$ cat src/rtl/param_serializer.sv
// Parallel-to-serial shifter with selectable bit order and load-time parity.
// Words accepted on the last-bit cycle stream back-to-back with no idle gap.
module param_serializer #(
    parameter int unsigned WIDTH     = 8,
    parameter bit          LSB_FIRST = 1'b1
) (
    input  logic             clk,
    input  logic             rst,
    input  logic [WIDTH-1:0] P_DATA,
    input  logic             ser_en,
    input  logic             PAR_TYP,
    output logic             ser_data,
    output logic             ser_done,
    output logic             busy,
    output logic             par_bit
);

    localparam int unsigned    CntW    = $clog2(WIDTH);
    localparam logic [CntW-1:0] LastCnt = CntW'(WIDTH - 1);

    typedef enum logic {
        StIdle,
        StShift
    } state_e;

    state_e            r_state, w_state_d;
    logic [WIDTH-1:0]  r_shift, w_shift_d;
    logic [CntW-1:0]   r_cnt, w_cnt_d;
    logic              r_data, w_data_d;
    logic              r_par, w_par_d;
    logic              w_last;
    logic              w_accept;

    always_comb begin
        w_state_d = r_state;
        w_shift_d = r_shift;
        w_cnt_d   = r_cnt;
        w_data_d  = r_data;
        w_par_d   = r_par;
        w_last    = (r_state == StShift) && (r_cnt == LastCnt);
        w_accept  = ser_en && ((r_state == StIdle) || w_last);

        if (w_accept) begin
            w_state_d = StShift;
            w_shift_d = P_DATA;
            w_cnt_d   = '0;
            w_par_d   = (^P_DATA) ^ PAR_TYP;
            w_data_d  = LSB_FIRST ? P_DATA[0] : P_DATA[WIDTH-1];
        end else if (r_state == StShift) begin
            if (w_last) begin
                w_state_d = StIdle;
                w_cnt_d   = '0;
                w_data_d  = 1'b0;
            end else begin
                w_cnt_d = r_cnt + CntW'(1);
                // The register holds the current bit at its edge; the next bit sits one place in.
                if (LSB_FIRST) begin
                    w_shift_d = r_shift >> 1;
                    w_data_d  = r_shift[1];
                end else begin
                    w_shift_d = r_shift << 1;
                    w_data_d  = r_shift[WIDTH-2];
                end
            end
        end
    end

    always_ff @(posedge clk) begin
        if (rst) begin
            r_state <= StIdle;
            r_shift <= '0;
            r_cnt   <= '0;
            r_data  <= 1'b0;
            r_par   <= 1'b0;
        end else begin
            r_state <= w_state_d;
            r_shift <= w_shift_d;
            r_cnt   <= w_cnt_d;
            r_data  <= w_data_d;
            r_par   <= w_par_d;
        end
    end

    assign ser_data = r_data;
    assign ser_done = w_last;
    assign busy     = (r_state == StShift);
    assign par_bit  = r_par;

endmodule

$ cat config.mk
export PLATFORM = sky130hd
export DESIGN_NAME = param_serializer
export DESIGN_NICKNAME = d
export VERILOG_FILES = /design/src/rtl/param_serializer.sv
export SDC_FILE = /design/constraint.sdc
export NUM_CORES = 1
export LEC_CHECK = 0
export BUFFER_PORTS_ARGS = -buffer_cell sky130_fd_sc_hd__clkbuf_2
export CORE_MARGIN = 5
export CORE_UTILIZATION = 45
export DETAILED_ROUTE_END_ITERATION = 10
export PLACE_DENSITY = 0.71
export SYNTH_ARGS = -nofsm -noshare
export SYNTH_HDL_FRONTEND = slang
export SYNTH_SLANG_ARGS = --single-unit
$ cat constraint.sdc
create_clock -name clk -period 1.8 [get_ports clk]
set_clock_uncertainty 0.2 [all_clocks]
set_input_delay 0.09 -clock clk [delete_from_list [all_inputs] [get_ports clk]]
set_output_delay 0.09 -clock clk [all_outputs]
set_load 0.1 [all_outputs]
==> metrics.md, run 1 <==
| Metric | Value |
|---|---|
| Status | `completed` |
| Internal power | `473 uW` |
| Crit share post-route | `0.951` |
| Metal-1 WL | `669 um` |
| Worst slew pin tran | `539 ps` |
| Synth cell types | `26` |
| Synthesized area | `686 um^2` |
| Post-route minimum period | `1710 ps` |
| Vias | `600` |
| Placer Congestion | `0.708` |
| Post-synth EDFFs | `0` |
| Gate Count Post-Synth | `74` |
| Clk slew on worst S/H paths | `80 ps` |
| DR top layer | `met4` |
| Initial core utilization | `0.466` |
| Reg2reg end | `par_bit$_SDFFE_PP0P_` |
| Worst hold path cell count | `5` |
| Largest net degree at the start of global routing | `16` |
| Die H | `49.0 um` |
| Hold Fails Final Rpt | `0` |
| DR pass1 iterations | `4` |
| Setup violations, final | `0` |
| Fraction of layout cells with a size suffix above 1 | `0.290` |
| Routed vias/inst | `5.17` |
| CTS tree | `built` |
| Switching component of the power | `221 uW` |
| Area contributors post-synth | `dfxtp_1 38%, mux2i_1 10%, a211oi_1 6.6%` |
| Yosys top cell area share | `0.380` |
| CTS buffer count | `3` |
| Clock power share | `0.262` |
| Async SR Flop Fraction | `0` |
| WL per Instance | `12.5 um` |
| Routed WL | `1.45 mm` |
| Die area | `2400 um^2` |
| Post-synth top cells | `13 x dfxtp_1, 12 x nor2_1, 7 x mux2i_1, 6 x a211oi_1, 4 x clkbuf_1` |
| Top cell type by total area after synthesis | `dfxtp_1` |
| Part of the power in registers | `0.471` |
| Row cnt | `14` |
| CTS root buffer | `clkbuf_4` |
| Synth Flop Type | `dfxtp_1` |
| Routed wl met2 | `686 um` |
| Sw Share | `0.318` |
| P_leak | `0.419 nW` |
| WP data arrival | `1730 ps` |
| RSZ-0062 raised after global routing | `false` |
| Total track usage | `0.133` |
| Post-DRT Antenna Nets | `0` |
| CTS sink count | `13` |
| First-iteration detailed-routing DRC count | `9` |
| Max Clk Rate | `584 MHz` |
| R2r startpoint | `r_cnt[0]$_SDFFE_PP0P_` |
| Worst Hold Launch | `P_DATA[0]` |
| # DRC | `0` |
| CTS Buffer Depth | `2` |
| Max-Cap Viols | `0` |
| Dpl hpwl | `1.03 mm` |
| Hold Crit Class | `input port to flip-flop` |
| R2r worst-path depth | `6` |
| Global-route wire length before repair | `2.52 mm` |
| Post-CTS setup buffers | `0` |
| Crit-path max FO | `3` |
| GRT overflow | `0` |
| Core Area | `1470 um^2` |
| Worst vdd ir | `553 uV` |
| Reg2reg setup slack | `90 ps` |
| Final #Nets | `115` |
| Layout fillers | `116` |
| Slew margin rel. | `0.642` |
| Avg Cell Area, Syn | `9.27 um^2` |
| Power density cells | `742 nW/um^2` |
| CTS H-Tree Depth | `1` |
| Comb power frac | `0.268` |
| WHS Endpoint | `ser_data$_SDFFE_PP0P_` |
| Initial antenna violation count | `0` |
| IO Pins | `16` |
| Crit Path Category | `flip-flop to flip-flop` |
| Register area share after synthesis | `0.380` |
| Setup TNS | `0 ps` |
| Flops & latches, synth | `13` |
| Max-slew violations | `0` |
| Routed met3 length | `84 um` |
| Synthesized net count | `88` |
| Placed cell area | `798 um^2` |
| Crit. End Element | `flip-flop` |
| Count of input and output buffers | `15` |
| Area delta synth->final | `36.5%` |
| Antenna cells | `0` |
| Post-route cell area | `936 um^2` |
| Clk Latency, worst-skew pair | `270 ps` |
| Crit start category | `flip-flop` |
| Yosys warns | `0` |
| Number of global-route vias before repair | `608` |
| Crit path required time | `1820 ps` |
| Die W | `49.0 um` |
| Most numerous cell in the Yosys netlist | `dfxtp_1` |
-- worst max-delay path by stage --
stage	startpoint	endpoint	slack (ps)
after floorplan	busy$_SDFF_PP0_	ser_done	20
after global placement	r_cnt[0]$_SDFFE_PP0P_	par_bit$_SDFFE_PP0P_	150
after detailed placement	r_cnt[0]$_SDFFE_PP0P_	par_bit$_SDFFE_PP0P_	100
after CTS	r_cnt[0]$_SDFFE_PP0P_	ser_done	20
after global routing	r_cnt[0]$_SDFFE_PP0P_	par_bit$_SDFFE_PP0P_	20
final	r_cnt[0]$_SDFFE_PP0P_	par_bit$_SDFFE_PP0P_	90
-- critical path, cell delays in order, from the launching register on --
cell      delay [ps]
dfxtp_2          340
ha_1             140
ha_2             180
nand2b_4         140
nand2_4           50
or4b_1           510
nand3_1           90
-- final cells by class --
type	instances	area [um^2]	share of cell area
tap	16	20.0	0.0214
clock buffer	4	26.3	0.0281
multi-input combinational	55	417	0.445
sequential	13	263	0.281
timing repair buffer	27	206	0.221
inverter	1	3.75	0.00401
-- sequential cells by signal, indices dropped and copies added, names as in the netlist --
register / flops
busy: 1
par_bit: 1
r_cnt: 3
r_shift: 7
ser_data: 1
-- layout by cell type (no fill, tap or decap), types with 2 or more instances in the layout --
cell type and count:
or4b_1 2, mux2i_1 7, nand2_1 2, a21oi_1 2, xor2_1 2, xnor2_1 2, nor3b_1 2, nor2_1 12
nor3_1 3, clkbuf_4 3, clkbuf_2 14, dfxtp_2 2, dlygate4sd3_1 9, buf_4 2, a211oi_1 6, nand3_1 2
dfxtp_1 11
-- power by group through the flow --
stage | Clock, mW | Combinational [mW] | Sequential, mW
2_1_floorplan | 0 | 0.0850 | 0.375
3_3_place_gp | 0 | 0.166 | 0.331
3_5_place_dp | 0 | 0.168 | 0.332
4_1_cts | 0.189 | 0.184 | 0.326
5_1_grt | 0.206 | 0.202 | 0.330
6_report | 0.182 | 0.186 | 0.327
-- through the flow --
step	worst slack, ps	std cells	util	total power [mW]	hold slack (ps)
global route	15.6	116	0.636	0.738	126
floorplan	20.5	74	-	0.460	-30.7
CTS	15.9	116	0.624	0.699	75.1
finish	88.0	116	0.636	0.694	80.7
detailed placement	101	103	0.543	0.500	238
global placement	148	103	0.543	0.497	217
-- metal layers --
layer,global-route usage,vias to the layer above
met1,0.160,269
met4,0.0583,0
li1,-,314
met3,0.0642,2
met5,0,-
met2,0.198,15
-- logic make-up after synthesis --
kind of cell | synth area share
AOI/OAI and AO/OA | 0.111
xor gates and xnor gates | 0.0967
adders and majority gates | 0.0365
buffers and inverters | 0.0383
DFF | 0.380
muxes | 0.102
and+or+nand+nor | 0.235
-- what timing repair did --
| action | in CTS | in global routing |
|---|---|---|
| endpoints found under the setup margin | 1 | 2 |
| hold endpoints to repair | 11 | 0 |
| resized for setup | 2 | 4 |
| hold buffers | 9 | 0 |
(Power assumes the default switching activity.)
==> inputs of run 2 (changes only) <==
--- a/config.mk
+++ b/config.mk
@@ -6,10 +6,12 @@
 export NUM_CORES = 1
 export LEC_CHECK = 0
 export BUFFER_PORTS_ARGS = -buffer_cell sky130_fd_sc_hd__clkbuf_2
+export CELL_PAD_IN_SITES_DETAIL_PLACEMENT = 1
+export CELL_PAD_IN_SITES_GLOBAL_PLACEMENT = 1
 export CORE_MARGIN = 5
-export CORE_UTILIZATION = 45
+export CORE_UTILIZATION = 34
 export DETAILED_ROUTE_END_ITERATION = 10
-export PLACE_DENSITY = 0.71
+export PLACE_DENSITY_LB_ADDON = 0.1
 export SYNTH_ARGS = -nofsm -noshare
 export SYNTH_HDL_FRONTEND = slang
 export SYNTH_SLANG_ARGS = --single-unit
==> metrics.md, run 2 (synthesized netlist as in run 1, its figures left out) <==
| Metric | Value |
|---|---|
| Switching component of the power | `232 uW (was 221 uW)` |
| Slew margin rel. | `0.640 (was 0.642)` |
| Worst slew pin tran | `542 ps (was 539 ps)` |
| Clk Latency, worst-skew pair | `270 ps (about the same)` |
| Crit-path cells | `ha_2 -> ha_4 -> buf_6 -> and2_2 -> buf_12 (was ha_1 -> ha_2 -> nand2b_4 -> nand2_4 -> or4b_1 -> nand3_1)` |
| Internal power | `476 uW (was 473 uW)` |
| Part of the power in registers | `0.462 (was 0.471)` |
| Final #Nets | `114 (was 115)` |
| # DRC | `0 (unchanged)` |
| Post-DRT Antenna Nets | `0 (unchanged)` |
| CTS root buffer | `clkbuf_4 (unchanged)` |
| Clock power share | `0.264 (was 0.262)` |
| GRT overflow | `0 (unchanged)` |
| Crit. End Element | `primary output (was flip-flop)` |
| CTS tree | `built (unchanged)` |
| Max-slew violations | `0 (unchanged)` |
| WL per Instance | `14.2 um (was 12.5 um)` |
| Crit share post-route | `0.967 (was 0.951)` |
| Status | `completed (unchanged)` |
| Crit-path max cell delay | `330 ps (was 510 ps)` |
| Die H | `54.9 um (was 49.0 um)` |
| Global-route wire length before repair | `2.91 mm (was 2.52 mm)` |
| Placer Congestion | `0.637 (was 0.708)` |
| Reg with most FFs | `r_shift (unchanged)` |
| WP buf/inv | `2 (was 0)` |
| Fraction of layout cells with a size suffix above 1 | `0.343 (was 0.290)` |
| Comb power frac | `0.274 (was 0.268)` |
| CP top delay family | `adder cells (was simple AND/OR/NAND/NOR gates)` |
| Most common cell after layout, fill and taps aside | `clkbuf_2 (unchanged)` |
| Layout fillers | `236 (was 116)` |
| Power density cells | `739 nW/um^2 (was 742 nW/um^2)` |
| P_leak | `0.416 nW (was 0.419 nW)` |
| Max Clk Rate | `574 MHz (was 584 MHz)` |
| Total track usage | `0.137 (was 0.133)` |
| Crit start category | `flip-flop (unchanged)` |
| Number of global-route vias before repair | `660 (was 608)` |
| Core Area | `1940 um^2 (was 1470 um^2)` |
| Antenna cells | `0 (unchanged)` |
| Initial antenna violation count | `0 (unchanged)` |
| CTS buffer count | `3 (unchanged)` |
| Most frequent cells in the layout | `14 x clkbuf_2, 12 x nor2_1, 10 x dfxtp_1 (was 14 x clkbuf_2, 12 x nor2_1, 11 x dfxtp_1)` |
| Cell Count, Final, Fillers Out | `126 (was 116)` |
| IO Pins | `16 (unchanged)` |
| Max-Cap Viols | `0 (unchanged)` |
| Reg2reg setup slack | `100 ps (was 90 ps)` |
| Worst vdd ir | `336 uV (was 553 uV)` |
| Final Util | `0.493 (was 0.636)` |
| Dpl hpwl | `1.21 mm (was 1.03 mm)` |
| Row cnt | `16 (was 14)` |
| Inst Count DP | `114 (was 103)` |
| Setup violations, final | `0 (unchanged)` |
| Post-route minimum period | `1740 ps (was 1710 ps)` |
| RSZ-0062 raised after global routing | `false (unchanged)` |
| Area delta synth->final | `39.6% (was 36.5%)` |
| Max reg flops | `7 (unchanged)` |
| Setup TNS | `0 ps (unchanged)` |
| Routed vias/inst | `4.92 (was 5.17)` |
| Crit Path Category | `flip-flop to primary output (was flip-flop to flip-flop)` |
| Crit path required time | `1510 ps (was 1820 ps)` |
| CTS H-Tree Depth | `1 (unchanged)` |
| First-iteration detailed-routing DRC count | `4 (was 9)` |
| Die W | `54.9 um (was 49.0 um)` |
| Largest net degree at the start of global routing | `16 (unchanged)` |
| CTS sink count | `13 (unchanged)` |
| Slowest-stage cell, CP | `dfxtp_2 (was or4b_1)` |
| Clk slew on worst S/H paths | `90 ps (was 80 ps)` |
| DR pass1 iterations | `4 (unchanged)` |
| Die area | `3010 um^2 (was 2400 um^2)` |
| WP data arrival | `1450 ps (was 1730 ps)` |
| Sw Share | `0.328 (was 0.318)` |
| Routed WL | `1.78 mm (was 1.45 mm)` |
| Hold Fails Final Rpt | `0 (unchanged)` |
| CTS Buffer Depth | `2 (unchanged)` |
| Hold Crit Class | `input port to flip-flop (unchanged)` |
| Initial core utilization | `0.353 (was 0.466)` |
| Crit-path max FO | `6 (was 3)` |
| Vias | `620 (was 600)` |
| Count of input and output buffers | `15 (unchanged)` |
| Biggest regs | `r_shift: 7 flops, r_cnt: 3 flops (unchanged)` |
## run 2: changes by cell type in the layout (fill, tap and decap cells not counted)
| cell | change |
|---|---|
| or4b_1 | -2 |
| dfxtp_2 | +1 |
| dlygate4sd3_1 | -2 |
| dfxtp_1 | -1 |
| and2_2 | +1 |
| or4b_4 | +2 |
| and2_4 | -1 |
| ha_1 | -1 |
| ha_4 | +1 |
| buf_4 | +1 |
## run 2: final timing paths
check	start	end	cells past startpoint
min reg2reg	par_bit$_SDFFE_PP0P_	par_bit$_SDFFE_PP0P_	2
min	P_DATA[2]	r_shift[2]$_SDFFE_PP0P_	3
max reg2reg	r_cnt[0]$_SDFFE_PP0P_	par_bit$_SDFFE_PP0P_	6
max	r_cnt[0]$_SDFFE_PP0P_	ser_done	5
## run 2: final cells by class
| type | count | area (um^2) | area share |
|---|---|---|---|
| multi-input cells | 55 | 435 | 0.455 |
| flip-flops and latches | 13 | 264 | 0.276 |
| repair buffers | 26 | 194 | 0.203 |
| well taps | 27 | 33.8 | 0.0353 |
| clock buffers | 4 | 26.3 | 0.0275 |
| inverters | 1 | 3.75 | 0.00392 |
## run 2: power by group through the flow
stage | Sequential, mW | Clock, mW | Combinational, mW
after floorplan | 0.375 | 0 | 0.0850
after global placement | 0.332 | 0 | 0.169
after detailed placement | 0.333 | 0 | 0.173
after CTS | 0.326 | 0.194 | 0.188
after global routing | 0.330 | 0.206 | 0.208
final | 0.327 | 0.187 | 0.194
## run 2: worst register-to-register path, stage by stage, from the launching register on
cell      delay, ps
dfxtp_2         340
ha_2            190
ha_4            130
nand2b_4        130
nand2_4          60
or4b_4          510
nand3_1          90
## run 2: timing repair
item / CTS / global route
setup endpoints to repair: 1 / 2
pin swaps: 0 / 0
hold buffers: 7 / 0
endpoints found under the hold margin: 9 / 0
setup buffers: 1 / 0
gates resized for setup: 3 / 7
## run 2: metrics by stage
step | power (mW) | hold WS, ps | setup WS, ps | area, um^2
floorplan | 0.460 | -30.7 | 20.5 | 688
global placement | 0.502 | 214 | 139 | 812
detailed placement | 0.505 | 239 | 104 | 812
CTS | 0.708 | 8.73 | 22.2 | 923
global route | 0.744 | 35.3 | 10.0 | 957
finish | 0.708 | 23.6 | 59.0 | 957
## run 2: per-layer routing
metal | GRT usage | vias up | share of wire
met5 | 0 | - | 0
met1 | 0.173 | 301 | 0.45
met4 | 0.0607 | 0 | 0.0056
li1 | - | 311 | -
met3 | 0.0241 | 2 | 0.025
met2 | 0.226 | 6 | 0.52
==> inputs of run 3 (changes only) <==
--- a/config.mk
+++ b/config.mk
@@ -6,7 +6,7 @@
 export NUM_CORES = 1
 export LEC_CHECK = 0
 export BUFFER_PORTS_ARGS = -buffer_cell sky130_fd_sc_hd__clkbuf_2
-export CELL_PAD_IN_SITES_DETAIL_PLACEMENT = 1
+export CELL_PAD_IN_SITES_DETAIL_PLACEMENT = 0
 export CELL_PAD_IN_SITES_GLOBAL_PLACEMENT = 1
 export CORE_MARGIN = 5
 export CORE_UTILIZATION = 34
==> metrics.md, run 3 (synthesized netlist as in run 1, its figures left out) <==
| Metric | Value |
|---|---|
| Initial antenna violation count | `0 (unchanged)` |
| Clk slew on worst S/H paths | `80 ps (was 90 ps)` |
| Global-route wire length before repair | `2.48 mm (was 2.91 mm)` |
| Max Clk Rate | `580 MHz (was 574 MHz)` |
| P_leak | `0.410 nW (was 0.416 nW)` |
| CTS root buffer | `clkbuf_4 (unchanged)` |
| DR pass1 iterations | `2 (was 4)` |
| Die area | `3010 um^2 (unchanged)` |
| Total track usage | `0.117 (was 0.137)` |
| Routed WL | `1.52 mm (was 1.78 mm)` |
| Hold Fails Final Rpt | `0 (unchanged)` |
| Max reg flops | `7 (unchanged)` |
| IO Pins | `16 (unchanged)` |
| Most used cell, CP | `ha_1` |
| Crit Path Category | `flip-flop to primary output (unchanged)` |
| Row cnt | `16 (unchanged)` |
| WL per Instance | `12.0 um (was 14.2 um)` |
| Post-DRT Antenna Nets | `0 (unchanged)` |
| Initial core utilization | `0.353 (unchanged)` |
| Max-slew violations | `0 (unchanged)` |
| Crit path required time | `1510 ps (about the same)` |
| Crit-path max FO | `6 (unchanged)` |
| Inst Count DP | `114 (unchanged)` |
| Clk Latency, worst-skew pair | `270 ps (about the same)` |
| Crit. End Element | `primary output (unchanged)` |
| Crit share post-route | `0.958 (was 0.967)` |
| Reg with most FFs | `r_shift (unchanged)` |
| Max-Cap Viols | `0 (unchanged)` |
| Setup violations, final | `0 (unchanged)` |
| Worst slew pin tran | `540 ps (was 542 ps)` |
| Final #Nets | `114 (unchanged)` |
| Antenna cells | `0 (unchanged)` |
| Area delta synth->final | `34.3% (was 39.6%)` |
| Power density cells | `745 nW/um^2 (was 739 nW/um^2)` |
| Biggest regs | `r_shift: 7 flops, r_cnt: 3 flops (unchanged)` |
| Placer Congestion | `0.637 (unchanged)` |
| Routed vias/inst | `4.79 (was 4.92)` |
| Core Area | `1940 um^2 (unchanged)` |
| Post-CTS setup buffers | `0 (was 1)` |
| Final Util | `0.474 (was 0.493)` |
| Crit-path max cell delay | `330 ps (about the same)` |
| Largest net degree at the start of global routing | `16 (unchanged)` |
| # DRC | `0 (unchanged)` |
| Fraction of layout cells with a size suffix above 1 | `0.273 (was 0.343)` |
| Crit start category | `flip-flop (unchanged)` |
| CTS tree | `built (unchanged)` |
| Count of input and output buffers | `15 (unchanged)` |
| Dpl hpwl | `1.08 mm (was 1.21 mm)` |
| Final Power | `686 uW (was 708 uW)` |
| Number of global-route vias before repair | `567 (was 660)` |
| GRT overflow | `0 (unchanged)` |
| WP data arrival | `1440 ps (was 1450 ps)` |
| Placed cell area | `812 um^2 (unchanged)` |
| Crit-path cells | `ha_1 -> ha_1 -> buf_4 -> and2_4 -> buf_12 (was ha_2 -> ha_4 -> buf_6 -> and2_2 -> buf_12)` |
| Vias | `603 (was 620)` |
| Cell Count, Final, Fillers Out | `126 (unchanged)` |
| Die W | `54.9 um (unchanged)` |
| Die H | `54.9 um (unchanged)` |
| CTS sink count | `13 (unchanged)` |
| RSZ-0062 raised after global routing | `false (unchanged)` |
| First-iteration detailed-routing DRC count | `7 (was 4)` |
| Post-route cell area | `921 um^2 (was 957 um^2)` |
| CTS Buffer Depth | `2 (unchanged)` |
| Hold Crit Class | `input port to flip-flop (unchanged)` |
| Status | `completed (unchanged)` |
| Setup TNS | `0 ps (unchanged)` |
| Slowest-stage cell, CP | `dfxtp_2 (unchanged)` |
| Slew margin rel. | `0.642 (was 0.640)` |
| Most common cell after layout, fill and taps aside | `clkbuf_2 (unchanged)` |
| Post-route minimum period | `1730 ps (was 1740 ps)` |
| Worst vdd ir | `452 uV (was 336 uV)` |
| CTS buffer count | `3 (unchanged)` |
| CTS H-Tree Depth | `1 (unchanged)` |
| Most frequent cells in the layout | `14 x clkbuf_2, 12 x nor2_1, 11 x dfxtp_1 (was 14 x clkbuf_2, 12 x nor2_1, 10 x dfxtp_1)` |
run 3: cell types whose count changed in the layout (fill, tap and decap cells not counted), sizes merged:
cell / previous run / this run
buf: 5 / 4
dlygate4sd3: 7 / 8
run 3: worst paths after layout:
path | start | endpoint | slack, ps | cells past startpoint
max | r_cnt[0]$_SDFFE_PP0P_ | ser_done | 70 | 5
min | ser_en | busy$_SDFF_PP0_ | 20 | 3
max reg2reg | r_cnt[0]$_SDFFE_PP0P_ | par_bit$_SDFFE_PP0P_ | 150 | 6
min reg2reg | par_bit$_SDFFE_PP0P_ | par_bit$_SDFFE_PP0P_ | 290 | 2
run 3: what timing repair did:
item,in CTS,in global routing
resized for setup,1,1
hold buffers,8,0
cloned,0,0
hold endpoints to repair,9,0
setup endpoints to repair,1,1
run 3: report_power, final:
part / internal, mW / switching [mW] / total [mW] / leakage, nW
clock network: 0.0858 / 0.0917 / 0.177 / 0.0150
logic: 0.0741 / 0.108 / 0.182 / 0.288
registers: 0.310 / 0.0162 / 0.326 / 0.108
total: 0.470 / 0.216 / 0.686 / 0.410
run 3: final cells by class:
class / count / area [um^2]
repair buffers: 26 / 193
fillers: 190 / 1020
clock buffers: 4 / 26.3
well taps: 27 / 33.8
inverters: 1 / 3.75
multi-input cells: 55 / 402
flip-flops and latches: 13 / 263
run 3: per-stage QoR:
stage	hold WS (ps)	setup WS [ps]
global route	27.5	4.42
detailed placement	221	124
global placement	214	139
CTS	17.2	2.21
floorplan	-30.7	20.5
finish	23.3	74.9
run 3: critical path: cells and delay by family (launching register included):
kind	cells	cell delay, ps
simple gates	1	160
fa+ha+maj	2	370
buf+inv	2	310
flops	1	330
run 3: per-layer routing:
metal,up-vias,GRT usage,wire [um]
li1,317,-,-
met3,2,0.0483,55
met1,276,0.141,700
met5,-,0,0
met4,0,0.0364,12
met2,8,0.189,746
